--- config.mk ---
export PLATFORM = sky130hd
export DESIGN_NAME = board_store
export DESIGN_NICKNAME = d
export VERILOG_FILES = /design/src/rtl/board_pkg.sv /design/src/rtl/board_cells.sv /design/src/rtl/board_store.sv
export SDC_FILE = /design/constraint.sdc
export NUM_CORES = 1
export LEC_CHECK = 0
export BUFFER_PORTS_ARGS = -buffer_cell sky130_fd_sc_hd__buf_4
export CAP_MARGIN = 20
export CORE_MARGIN = 10
export CORE_UTILIZATION = 55
export DETAILED_ROUTE_END_ITERATION = 12
export GPL_ROUTABILITY_DRIVEN = 0
export GPL_TIMING_DRIVEN = 1
export PLACE_DENSITY_LB_ADDON = 0.2
export SLEW_MARGIN = 20
export SYNTH_ARGS = -nofsm -noshare
export SYNTH_HDL_FRONTEND = slang
export SYNTH_SLANG_ARGS = --single-unit
export TNS_END_PERCENT = 5
--- constraint.sdc ---
create_clock -name clk -period 7.45 [get_ports clk]
set_input_delay 1.8625 -clock clk [delete_from_list [all_inputs] [get_ports clk]]
set_output_delay 1.8625 -clock clk [all_outputs]
set_load 0.01 [all_outputs]
--- src/rtl/board_pkg.sv ---
// Shared constants for the Connect-Four board store.
// Board geometry defaults, cell codes and drop FSM state encodings.
package board_pkg;

  localparam int NUM_ROWS = 6;
  localparam int NUM_COLS = 7;

  localparam logic [1:0] CELL_EMPTY = 2'b00;
  localparam logic [1:0] CELL_P1    = 2'b01;
  localparam logic [1:0] CELL_P2    = 2'b10;

  localparam logic [1:0] ST_IDLE  = 2'd0;
  localparam logic [1:0] ST_SCAN  = 2'd1;
  localparam logic [1:0] ST_WRITE = 2'd2;

  function automatic logic is_player(input logic [1:0] p);
    return (p == CELL_P1) || (p == CELL_P2);
  endfunction

endpackage

--- src/rtl/board_cells.sv ---
// Board cell register array: one write port, two combinational read ports.
// Reset and clear both empty every cell at the next clock edge.
module board_cells
  import board_pkg::*;
#(
  parameter int NR = NUM_ROWS,
  parameter int NC = NUM_COLS
) (
  input  logic       clk,
  input  logic       rst_n,
  input  logic       i_clr,
  input  logic       i_we,
  input  logic [2:0] i_wrow,
  input  logic [2:0] i_wcol,
  input  logic [1:0] i_wdata,
  input  logic [2:0] i_rrow,
  input  logic [2:0] i_rcol,
  output logic [1:0] o_rdata,
  input  logic [2:0] i_srow,
  input  logic [2:0] i_scol,
  output logic [1:0] o_sdata
);

  localparam logic [3:0] LR = 4'(NR);
  localparam logic [3:0] LC = 4'(NC);

  logic [1:0] r_cells [NR][NC];

  always_ff @(posedge clk) begin
    if (!rst_n || i_clr) begin
      for (int r = 0; r < NR; r++)
        for (int c = 0; c < NC; c++)
          r_cells[r][c] <= CELL_EMPTY;
    end else if (i_we) begin
      r_cells[i_wrow][i_wcol] <= i_wdata;
    end
  end

  // Addresses off the board read as empty
  always_comb begin
    o_rdata = CELL_EMPTY;
    if (({1'b0, i_rrow} < LR) && ({1'b0, i_rcol} < LC))
      o_rdata = r_cells[i_rrow][i_rcol];
  end

  always_comb begin
    o_sdata = CELL_EMPTY;
    if (({1'b0, i_srow} < LR) && ({1'b0, i_scol} < LC))
      o_sdata = r_cells[i_srow][i_scol];
  end

endmodule

--- src/rtl/board_store.sv ---
// Connect-Four board owner with bottom-up drop FSM and read port.
// Define BOARD_FULL_DETECT_EN to count pieces and reject drops on a full board.
module board_store
  import board_pkg::*;
#(
  parameter int NUM_ROWS = board_pkg::NUM_ROWS,
  parameter int NUM_COLS = board_pkg::NUM_COLS
) (
  input  logic       clk,
  input  logic       rst_n,
  input  logic       drop_valid,
  input  logic [2:0] drop_col,
  input  logic [1:0] player,
  output logic       drop_ready,
  output logic       drop_done,
  output logic       drop_ok,
  output logic [2:0] move_row,
  output logic [2:0] move_col,
  output logic       check_start,
  input  logic       clear_board,
  input  logic [2:0] row_read,
  input  logic [2:0] col_read,
  output logic [1:0] data_out,
  output logic       board_full
);

  localparam logic [3:0] LC   = 4'(NUM_COLS);
  localparam logic [2:0] TOPR = 3'(NUM_ROWS - 1);

  logic [1:0] r_state;
  logic [2:0] r_col;
  logic [1:0] r_player;
  logic [2:0] r_row;
  logic       r_done;
  logic       r_ok;
  logic       r_chk;
  logic [2:0] r_mrow;
  logic [2:0] r_mcol;

  logic [1:0] w_sdata;
  logic       w_hs;
  logic       w_req_ok;
  logic       w_full;
  logic       w_we;

`ifdef BOARD_FULL_DETECT_EN
  logic [5:0] r_count;

  always_ff @(posedge clk) begin
    if (!rst_n || clear_board)
      r_count <= 6'd0;
    else if (r_state == ST_WRITE)
      r_count <= r_count + 6'd1;
  end

  assign w_full = (r_count == 6'(NUM_ROWS * NUM_COLS));
`else
  assign w_full = 1'b0;
`endif

  assign board_full = w_full;
  assign drop_ready = (r_state == ST_IDLE) && !clear_board;
  assign w_hs       = drop_valid && drop_ready;
  assign w_req_ok   = ({1'b0, drop_col} < LC) && is_player(player)
                    && !w_full;
  assign w_we       = (r_state == ST_WRITE) && !clear_board;

  assign drop_done   = r_done;
  assign drop_ok     = r_ok;
  assign check_start = r_chk;
  assign move_row    = r_mrow;
  assign move_col    = r_mcol;

  board_cells #(
    .NR (NUM_ROWS),
    .NC (NUM_COLS)
  ) u_cells (
    .clk     (clk),
    .rst_n   (rst_n),
    .i_clr   (clear_board),
    .i_we    (w_we),
    .i_wrow  (r_row),
    .i_wcol  (r_col),
    .i_wdata (r_player),
    .i_rrow  (row_read),
    .i_rcol  (col_read),
    .o_rdata (data_out),
    .i_srow  (r_row),
    .i_scol  (r_col),
    .o_sdata (w_sdata)
  );

  always_ff @(posedge clk) begin
    if (!rst_n) begin
      r_state  <= ST_IDLE;
      r_col    <= 3'd0;
      r_player <= CELL_EMPTY;
      r_row    <= 3'd0;
      r_done   <= 1'b0;
      r_ok     <= 1'b0;
      r_chk    <= 1'b0;
      r_mrow   <= 3'd0;
      r_mcol   <= 3'd0;
    end else begin
      r_done <= 1'b0;
      r_ok   <= 1'b0;
      r_chk  <= 1'b0;
      if (clear_board) begin
        r_state <= ST_IDLE;
      end else begin
        case (r_state)
          ST_IDLE: begin
            if (w_hs) begin
              if (w_req_ok) begin
                r_col    <= drop_col;
                r_player <= player;
                r_row    <= 3'd0;
                r_state  <= ST_SCAN;
              end else begin
                r_done <= 1'b1;
              end
            end
          end
          ST_SCAN: begin
            if (w_sdata == CELL_EMPTY) begin
              r_state <= ST_WRITE;
            end else if (r_row == TOPR) begin
              r_done  <= 1'b1;
              r_state <= ST_IDLE;
            end else begin
              r_row <= r_row + 3'd1;
            end
          end
          ST_WRITE: begin
            r_mrow  <= r_row;
            r_mcol  <= r_col;
            r_done  <= 1'b1;
            r_ok    <= 1'b1;
            r_chk   <= 1'b1;
            r_state <= ST_IDLE;
          end
          default: r_state <= ST_IDLE;
        endcase
      end
    end
  end

endmodule
==> run metrics <==
status=finished, final reports clean; Starting Density=55.8%; Skew-Pair Late Insertion Delay=430 ps; Setup crit end kind=output pin; drt wl/cell=25.8 µm; Crit path depth=6; CP bufs+invs=2; All-Layer GR Usage=22.6%; initial DRC count=914; CTS tree=done; clock transition at the registers of the reported paths=50 ps; worst rel slew slack=30.1%; Final period util=79.1%; CTS Buf Count=17; die area=17600 µm²; largest net degree at the start of global routing=46; Worst EP required=5590 ps; drt via density=6.76; DPL Wire Length=12700 µm; Syn Inst Count=580; Layout Area Growth over Synthesis=11.2%; crit path time final=5900 ps; Die Span Y=133 µm; drt first pass iters=5; post-route ant nets=0; Warnings, synthesis=0; Post-synth EDFFs=112; post-CTS setup buffer count=0; grt total ovfl=0; WHS=528 ps; Slew Limit Fails=0; final setup violation count=0; Die Wd=133 µm; Tightest Pin Transition=1050 ps; vias=5151; Syn Std Cell Area=6990 µm²; vias in the first global route=5130; Main synth FF type=edfxtp_1; Util after Layout=62.1%; initial antenna violation count=0; largest fanout on the critical path=31; Yosys top cell by area=edfxtp_1; drt total wl=19700 µm; RSZ-0062 raised after global routing=no; Antenna Cells=0; Slowest cell on crit path=mux4_2; power density over the cells=228 nW/µm²; Core Area=12500 µm²; maximum clock frequency=0.170 GHz; Hold Vio Cnt, Final=0; sequential area share after synthesis=54.1%; Max Root-Sink Buffers=2; number of synthesized register bits=133; syn_nets=597; WHS Path Cells=2; HP Start=move_col[1]; crit-path max cell delay=600 ps; H-tree depth=4; Resized cells post-CTS=0; Hold/Removal Path Class=flip-flop to flip-flop; critical path class=input port to output pin; DRC violations left=0; share of layout cells above drive strength 1=17.6%; Nets=594; total of max-cap violations=0; post-synthesis cell type count=51; CP startpoint=row_read[0]; Hold Buf Count CTS=0; post-synth top area share=48.1%; ranking of synthesized cells by area=edfxtp_1, mux4_2, nor2_1, dfxtp_1, mux2i_1; static leakage=2.56 nW; global-route wire length before repair=29900 µm; Total Neg Setup Slack=0 ps; Port Buffers=26; Reg2Reg Depth=8; critical-path cell list=buf_4 -> mux4_2 -> mux4_2 -> a21oi_1 -> a2111oi_0 -> buf_4; Cell Rows=41; Post-synth ARST share=0%; CP Launch Type=input port; Worst VDD drop=0.144 mV; Clock Skews=7.67 ps; Avg Inst Size Synth=12.1 µm²; clock sinks=133; root buffer cell=clkbuf_16; CP top delay family=multiplexers; Critical Path AT=4030 ps; IO Count=28
==> logic make-up (layout without fill, tap and decap cells) <==
group	after synthesis	count (layout)	share of synthesized area [%]
simple gates	218	218	14.3
mux	75	75	18.4
compound gates	94	94	8.83
fa+ha+maj	2	2	0.358
flops	133	133	54.1
xor+xnor	1	1	0.125
other cells	1	1	0.0537
buf+inv	56	66	3.80
==> sequential cells by signal (all words and copies together), names as in the netlist, named ones only <==
name and cells:
u_cells.r_cells 112, move_col 3, move_row 3, r_col 3
r_row 3, r_player 2, r_state 2, check_start 1
drop_done 1
==> placed cells by master, fill, tap and decap left out, types with 4 or more instances in the layout <==
cell type  count
edfxtp_1     112
and3_1         5
clkbuf_8       6
nand3b_1       7
dfxtp_1       20
and2_1         5
nor2b_1       12
a21boi_0       4
nand2b_1       6
nand3_1        9
buf_4         27
inv_1          7
nor2_1       118
o21ai_0       50
clkbuf_16     19
mux4_2        39
mux2i_1       32
nor3_1         8
a21oi_1        9
a221oi_1       6
nand2_1       34
==> through the flow <==
| step | std cells | total power [W] | setup slack [ps] | cell area (µm²) |
|---|---|---|---|---|
| final | 762 | 0.00178 | 1550 | 7770 |
| after global routing | 762 | 0.00182 | 1480 | 7770 |
| after CTS | 762 | 0.00178 | 1590 | 7770 |
| after detailed placement | 730 | 0.000963 | 1590 | 7180 |
| after global placement | 730 | 0.000959 | 1600 | 7180 |
| after floorplan | 580 | 0.000925 | 1830 | 6990 |
==> synthesized netlist by cell type, types with 4 or more instances <==
master / instances
o21ai_0: 50
buf_2: 5
buf_6: 4
dfxtp_1: 21
nand3b_1: 7
nand3_1: 9
and3_1: 5
nand2_1: 34
inv_1: 7
buf_4: 5
edfxtp_1: 112
a21boi_0: 4
a21oi_1: 9
mux2i_1: 32
nand2b_1: 6
clkbuf_1: 35
and2_1: 5
nor2_1: 118
nor3_1: 8
mux4_2: 39
nor2b_1: 13
a221oi_1: 6
==> metal layers <==
| layer | global-route usage, % | part of all wire (%) |
|---|---|---|
| met5 | 0 | 0 |
| met4 | 10.2 | 4.0 |
| met3 | 7.87 | 13 |
| met2 | 34.3 | 45 |
| met1 | 28.7 | 38 |
==> worst paths after layout <==
check | endpoint | slack, ps
min reg2reg | move_col[1] | 530
max reg2reg | flip-flop | 4150
min | move_col[1] | 530
max | data_out[0] | 1550
==> power breakdown <==
group / switching, W / internal (W)
Sequential: 0.0000190 / 0.000825
Combinational: 0.0000566 / 0.0000488
Clock: 0.000308 / 0.000518
Total: 0.000383 / 0.00139
==> tightest hold or removal path, cell delays in order, from the launching register on <==
cell and delay, ps:
dfxtp_1 310, mux2i_1 120, nor2b_1 50
==> layout make-up <==
cell class	count	area, µm²
Inverter	7	26.3
Timing Repair Buffer	27	203
Multi-Input combinational cell	391	2950
Clock inverter	5	31.3
Fill cell	1010	4740
Sequential cell	133	3780
Clock buffer	27	566
Tap cell	172	215
Note: power is estimated with default switching activity, not from simulation.
